File: src/rtl/dm_pkg.sv
// Debug-module shared types.
// Holds the lock-state encoding used by the system-bus access arbiter.
package dm_pkg;

  typedef enum logic {
    FREE   = 1'b0,
    LOCKED = 1'b1
  } sba_lock_e;

endpackage

File: src/rtl/dm_sba_arb_idfifo.sv
// In-order FIFO of requester IDs.
// Records who owns each granted-but-unanswered bus transaction.
module dm_sba_arb_idfifo #(
  parameter int unsigned Depth = 2,
  parameter int unsigned IdW   = 1
) (
  input  logic           clk_i,
  input  logic           rst_i,
  input  logic           push_i,
  input  logic [IdW-1:0] push_id_i,
  input  logic           pop_i,
  output logic [IdW-1:0] head_o,
  output logic           full_o,
  output logic           empty_o
);

  localparam int unsigned PtrW = (Depth > 1) ? $clog2(Depth) : 1;
  localparam int unsigned CntW = $clog2(Depth + 1);

  logic [IdW-1:0]  mem_q [Depth];
  logic [PtrW-1:0] wr_ptr_q, rd_ptr_q;
  logic [CntW-1:0] count_q;

  function automatic logic [PtrW-1:0] ptr_inc(input logic [PtrW-1:0] p);
    return (p == PtrW'(Depth - 1)) ? '0 : p + PtrW'(1);
  endfunction

  always_ff @(posedge clk_i or posedge rst_i) begin
    if (rst_i) begin
      wr_ptr_q <= '0;
      rd_ptr_q <= '0;
      count_q  <= '0;
    end else begin
      if (push_i) wr_ptr_q <= ptr_inc(wr_ptr_q);
      if (pop_i)  rd_ptr_q <= ptr_inc(rd_ptr_q);
      case ({push_i, pop_i})
        2'b10:   count_q <= count_q + CntW'(1);
        2'b01:   count_q <= count_q - CntW'(1);
        default: count_q <= count_q;
      endcase
    end
  end

  // NOTE: storage needs no reset; count_q alone decides which entries are valid.
  always_ff @(posedge clk_i) begin
    if (push_i) mem_q[wr_ptr_q] <= push_id_i;
  end

  assign head_o  = mem_q[rd_ptr_q];
  assign full_o  = (count_q == CntW'(Depth));
  assign empty_o = (count_q == '0);

endmodule

File: src/rtl/dm_sba_arbiter.sv
// Round-robin arbiter sharing one system-bus master port between requesters,
// with a per-transaction lock and ID-FIFO routing of in-order responses.
module dm_sba_arbiter
  import dm_pkg::*;
#(
  parameter int unsigned BusWidth = 32,
  parameter int unsigned NumReq   = 2,
  parameter int unsigned MaxOutst = 2
) (
  input  logic                         clk_i,
  input  logic                         rst_i,
  input  logic [NumReq-1:0]            req_i,
  input  logic [NumReq*BusWidth-1:0]   add_i,
  input  logic [NumReq-1:0]            we_i,
  input  logic [NumReq*BusWidth-1:0]   wdata_i,
  input  logic [NumReq*BusWidth/8-1:0] be_i,
  output logic [NumReq-1:0]            gnt_o,
  output logic [NumReq-1:0]            r_valid_o,
  output logic [BusWidth-1:0]          r_rdata_o,
  output logic                         master_req_o,
  output logic [BusWidth-1:0]          master_add_o,
  output logic                         master_we_o,
  output logic [BusWidth-1:0]          master_wdata_o,
  output logic [BusWidth/8-1:0]        master_be_o,
  input  logic                         master_gnt_i,
  input  logic                         master_r_valid_i,
  input  logic [BusWidth-1:0]          master_r_rdata_i,
  output logic                         unexp_rsp_o
);

  localparam int unsigned IdW = (NumReq > 1) ? $clog2(NumReq) : 1;
  localparam int unsigned BeW = BusWidth / 8;

  sba_lock_e      state_q, state_d;
  logic [IdW-1:0] owner_q, owner_d;
  logic [IdW-1:0] rr_ptr_q, rr_ptr_d;
  logic [IdW-1:0] winner;
  logic           found;
  logic           handshake, pop;
  logic           fifo_full, fifo_empty;
  logic [IdW-1:0] fifo_head;

  // NOTE: every always_comb output gets a default first so no path can infer a latch.
  always_comb begin
    winner = rr_ptr_q;
    found  = 1'b0;
    if (state_q == LOCKED) begin
      winner = owner_q;
    end else begin
      for (int k = 0; k < NumReq; k++) begin
        if (!found && req_i[(int'(rr_ptr_q) + k) % NumReq]) begin
          winner = IdW'((int'(rr_ptr_q) + k) % NumReq);
          found  = 1'b1;
        end
      end
    end
  end

  // A pop in the same cycle does not free a slot: fullness comes from the registered count.
  assign master_req_o   = !rst_i && req_i[winner] && !fifo_full;
  assign handshake      = master_req_o && master_gnt_i;
  assign master_add_o   = add_i[int'(winner)*BusWidth +: BusWidth];
  assign master_we_o    = we_i[winner];
  assign master_wdata_o = wdata_i[int'(winner)*BusWidth +: BusWidth];
  assign master_be_o    = be_i[int'(winner)*BeW +: BeW];

  assign pop         = !rst_i && master_r_valid_i && !fifo_empty;
  assign unexp_rsp_o = !rst_i && master_r_valid_i && fifo_empty;
  assign r_rdata_o   = master_r_rdata_i;

  always_comb begin
    gnt_o     = '0;
    r_valid_o = '0;
    if (handshake) gnt_o[winner]        = 1'b1;
    if (pop)       r_valid_o[fifo_head] = 1'b1;
  end

  always_comb begin
    state_d  = state_q;
    owner_d  = owner_q;
    rr_ptr_d = rr_ptr_q;
    if (handshake) begin
      state_d  = FREE;
      rr_ptr_d = (winner == IdW'(NumReq - 1)) ? '0 : winner + IdW'(1);
    end else begin
      case (state_q)
        FREE: begin
          if (master_req_o) begin
            state_d = LOCKED;
            owner_d = winner;
          end
        end
        LOCKED: begin
          // Owner withdrew its request before being granted: release without a transfer.
          if (!req_i[owner_q]) state_d = FREE;
        end
        default: state_d = FREE;
      endcase
    end
  end

  always_ff @(posedge clk_i or posedge rst_i) begin
    if (rst_i) begin
      state_q  <= FREE;
      owner_q  <= '0;
      rr_ptr_q <= '0;
    end else begin
      state_q  <= state_d;
      owner_q  <= owner_d;
      rr_ptr_q <= rr_ptr_d;
    end
  end

  dm_sba_arb_idfifo #(
    .Depth (MaxOutst),
    .IdW   (IdW)
  ) i_idfifo (
    .clk_i     (clk_i),
    .rst_i     (rst_i),
    .push_i    (handshake),
    .push_id_i (winner),
    .pop_i     (pop),
    .head_o    (fifo_head),
    .full_o    (fifo_full),
    .empty_o   (fifo_empty)
  );

endmodule
File: config.mk
export PLATFORM = sky130hd
export DESIGN_NAME = dm_sba_arbiter
export DESIGN_NICKNAME = d
export VERILOG_FILES = /design/src/rtl/dm_pkg.sv /design/src/rtl/dm_sba_arb_idfifo.sv /design/src/rtl/dm_sba_arbiter.sv
export SDC_FILE = /design/constraint.sdc
export NUM_CORES = 1
export LEC_CHECK = 0
export ABC_AREA = 1
export BUFFER_PORTS_ARGS = -buffer_cell sky130_fd_sc_hd__buf_2
export CORE_AREA = 3 3 109 111
export DETAILED_ROUTE_END_ITERATION = 12
export DIE_AREA = 0 0 112 114
export SETUP_SLACK_MARGIN = 0.02
export SLEW_MARGIN = 20
export SYNTH_ARGS = -nofsm -noshare
export SYNTH_HDL_FRONTEND = slang
export SYNTH_SLANG_ARGS = --single-unit
File: constraint.sdc
create_clock -name clk_i -period 3.55 [get_ports clk_i]
set_clock_uncertainty 0.2 [all_clocks]
set_input_delay 0.1775 -clock clk_i [delete_from_list [all_inputs] [get_ports clk_i]]
set_output_delay 0.1775 -clock clk_i [all_outputs]
set_load 0.02 [all_outputs]
==> results.json <==
{
  "leakage_nw": 2.03,
  "clockBufferDepth": 2,
  "required_ns": 3.17,
  "htreeDepth": 1,
  "layout_commonest_cell": "buf_2",
  "start_util": 0.218,
  "grt.overflow.total": 0,
  "peakVddDrop_mv": 0.426,
  "final_nets": 672,
  "fin_ws_ns": 0.857,
  "drv_slew": 0,
  "power.internal_mw": 0.883,
  "grt_util_all_layers": 0.0983,
  "fillers": 1190,
  "die_h_um": 114,
  "crit_path_end": "gnt_o[0]",
  "cts.sinks": 9,
  "grt_pass1_wl_um": 10900,
  "yosysSeqAreaShare": 0.0993,
  "synth_cell_types": 29,
  "p_comb_frac": 0.866,
  "cts_setup_buffers": 0,
  "p_clk_frac": 0.050,
  "switching_share": 0.624,
  "grt_pass1_vias": 2477,
  "power_mw": 2.35,
  "worst_slew_pin_slew_ns": 0.687,
  "num_vias": 2549,
  "gp_congestion": 0.897,
  "power_frac_seq": 0.084,
  "setup.worst_path.start": "rr_ptr_q",
  "fmax_mhz": 371,
  "met3_usage": 0.0228,
  "hold_violations": 0,
  "pre_cts_ws_ns": 1.13,
  "drtIter0Drc": 24,
  "cts_root_buf": "clkbuf_8",
  "netlist_area_um2": 2370,
  "cts_resized": 0,
  "fin_crit_ns": 2.69,
  "antenna_left": 0,
  "startpoint_type": "register",
  "antenna_found_initial": 0,
  "cp.arrival_ns": 2.32,
  "vias_per_cell": 4.02,
  "setup_viol": 0,
  "reg2reg_slack_ns": 1.26,
  "drt-total-wl_um": 7210,
  "post-place-cells": 629,
  "syn_avg_cell_area_um2": 7.48,
  "r2r_cells": 10,
  "criticalPathCategory": "reg -> out",
  "cp_max_fo": 74,
  "powerDensity_nw_per_um2": 715,
  "met2_usage": 0.197,
  "io_pins": 283,
  "reg2reg_to": "i_idfifo.count_q[1]",
  "worstSkewPairLatency_ns": 0.23,
  "core_area_um2": 10900,
  "end_kind": "output port",
  "wl_per_cell_um": 11.4,
  "status": "complete, no violations",
  "cts_buffers": 3,
  "grt_busiest_layer": "met2",
  "route.detailed.drc": 0,
  "area_growth_pct": 38.6,
  "grt_max_degree": 75,
  "netlist_instances": 317,
  "final_cell_mix": "buf_2 (218), nand2_1 (97), nand2_2 (64)",
  "firstDrtPassIters": 4,
  "clk_pin_slew_ns": 0.04,
  "n_antenna_cell": 0,
  "io_buffers": 218,
  "use_met1": 0.105,
  "ys_ff_latch": 9,
  "dieArea_um2": 12800,
  "timing.max_cap.violations": 0,
  "yosys_warnings": 0,
  "layout-drive-gt1-share": 0.721,
  "final_cells": 634,
  "dp_hpwl_um": 6030,
  "fin_crit_sh": 0.758,
  "die_w_um": 112,
  "rr_startpoint": "rr_ptr_q",
  "syn-num-nets": 494,
  "tns_ns": 0,
  "cts_tree": "yes",
  "rows": 38,
  "switchingPower_mw": 1.47,
  "hold_path.class": "in -> reg",
  "rsz0062_at_grt": "no",
  "relSlewSlack": 0.542
}
[synthesized netlist by cell type, drive strengths merged]
| master | number | area share |
|---|---|---|
| dfrtp | 7 | 0.074 |
| buf | 46 | 0.17 |
| o21ai | 3 | 0.0063 |
| inv | 12 | 0.024 |
| nand3 | 4 | 0.011 |
| o21bai | 1 | 0.0032 |
| or2 | 1 | 0.0026 |
| nor2 | 6 | 0.013 |
| xor2 | 1 | 0.0037 |
| nand2 | 223 | 0.62 |
| nor3 | 1 | 0.0021 |
| ha | 1 | 0.0053 |
| xnor2 | 2 | 0.0074 |
| nand4 | 2 | 0.012 |
| a21oi | 5 | 0.018 |
| edfxtp | 2 | 0.025 |
[per-layer routing]
metal	vias up	part of all wire
met3	10	0.11
li1	1274	-
met4	0	0.0064
met2	160	0.53
met1	1105	0.36
met5	-	0
[worst max-delay path: stages (launching register included)]
cell     delay [ns]
dfrtp_1        0.40
nand2_1        0.09
nand2_2        0.06
nand2_4        0.11
nand2_8        0.25
inv_12         0.62
nand3_1        0.19
inv_1          0.08
buf_2          0.16
[power by group through the flow]
| stage | sequential, mW | combinational [mW] | clock (mW) |
|---|---|---|---|
| 2_1_floorplan | 0.186 | 1.71 | 0 |
| 3_3_place_gp | 0.192 | 2.04 | 0 |
| 3_5_place_dp | 0.197 | 2.07 | 0 |
| 4_1_cts | 0.198 | 2.07 | 0.122 |
| 5_1_grt | 0.203 | 2.21 | 0.125 |
| 6_report | 0.197 | 2.03 | 0.118 |
[what timing repair did]
item | 4_1_cts | 5_1_grt
endpoints found under the setup margin | 0 | 0
endpoints found under the hold margin | 7 | 0
hold buffers | 1 | 0
[state kept, by name, summed over array words and instances, names as in the netlist]
name               flops
owner_q                1
state_q                1
rr_ptr_q               1
i_idfifo.rd_ptr_q      1
i_idfifo.wr_ptr_q      1
i_idfifo.count_q       2
i_idfifo.mem_q         2
[kinds of logic after synthesis]
logic type / after synthesis / synth area share
simple gates: 237 / 0.661
buf+inv: 58 / 0.196
compound gates: 9 / 0.0280
flops: 9 / 0.0993
xor+xnor: 3 / 0.0111
fa+ha+maj: 1 / 0.00528
[through the flow]
stage	cell area, um^2	hold slack [ns]	util
2_1_floorplan	2370	-0.211	-
3_3_place_gp	3230	-0.0410	0.297
3_5_place_dp	3230	-0.0332	0.297
4_1_cts	3280	0.0879	0.302
5_1_grt	3280	0.117	0.302
6_report	3280	0.0880	0.302
[layout make-up]
| cell class | instances | area (um^2) | area share |
|---|---|---|---|
| well taps | 140 | 175 | 0.0533 |
| flip-flops and latches | 9 | 235 | 0.0716 |
| multi-input cells | 250 | 1670 | 0.509 |
| inverters | 12 | 57.6 | 0.0175 |
| repair buffers | 219 | 1100 | 0.335 |
| clock buffers | 4 | 45.0 | 0.0137 |
[worst min-delay path by stage]
| stage | startpoint | end | slack, ns | cells past startpoint |
|---|---|---|---|---|
| finish | master_gnt_i | i_idfifo.wr_ptr_q | 0.09 | 3 |
| floorplan | rst_i | i_idfifo.count_q[0] | -0.21 | 1 |
| detailed placement | rst_i | i_idfifo.count_q[1] | -0.03 | 2 |
| CTS | master_gnt_i | i_idfifo.wr_ptr_q | 0.09 | 3 |
| global route | master_gnt_i | i_idfifo.wr_ptr_q | 0.12 | 3 |
| global placement | rst_i | i_idfifo.count_q[1] | -0.04 | 2 |
Power figures use the tool's default switching activity.
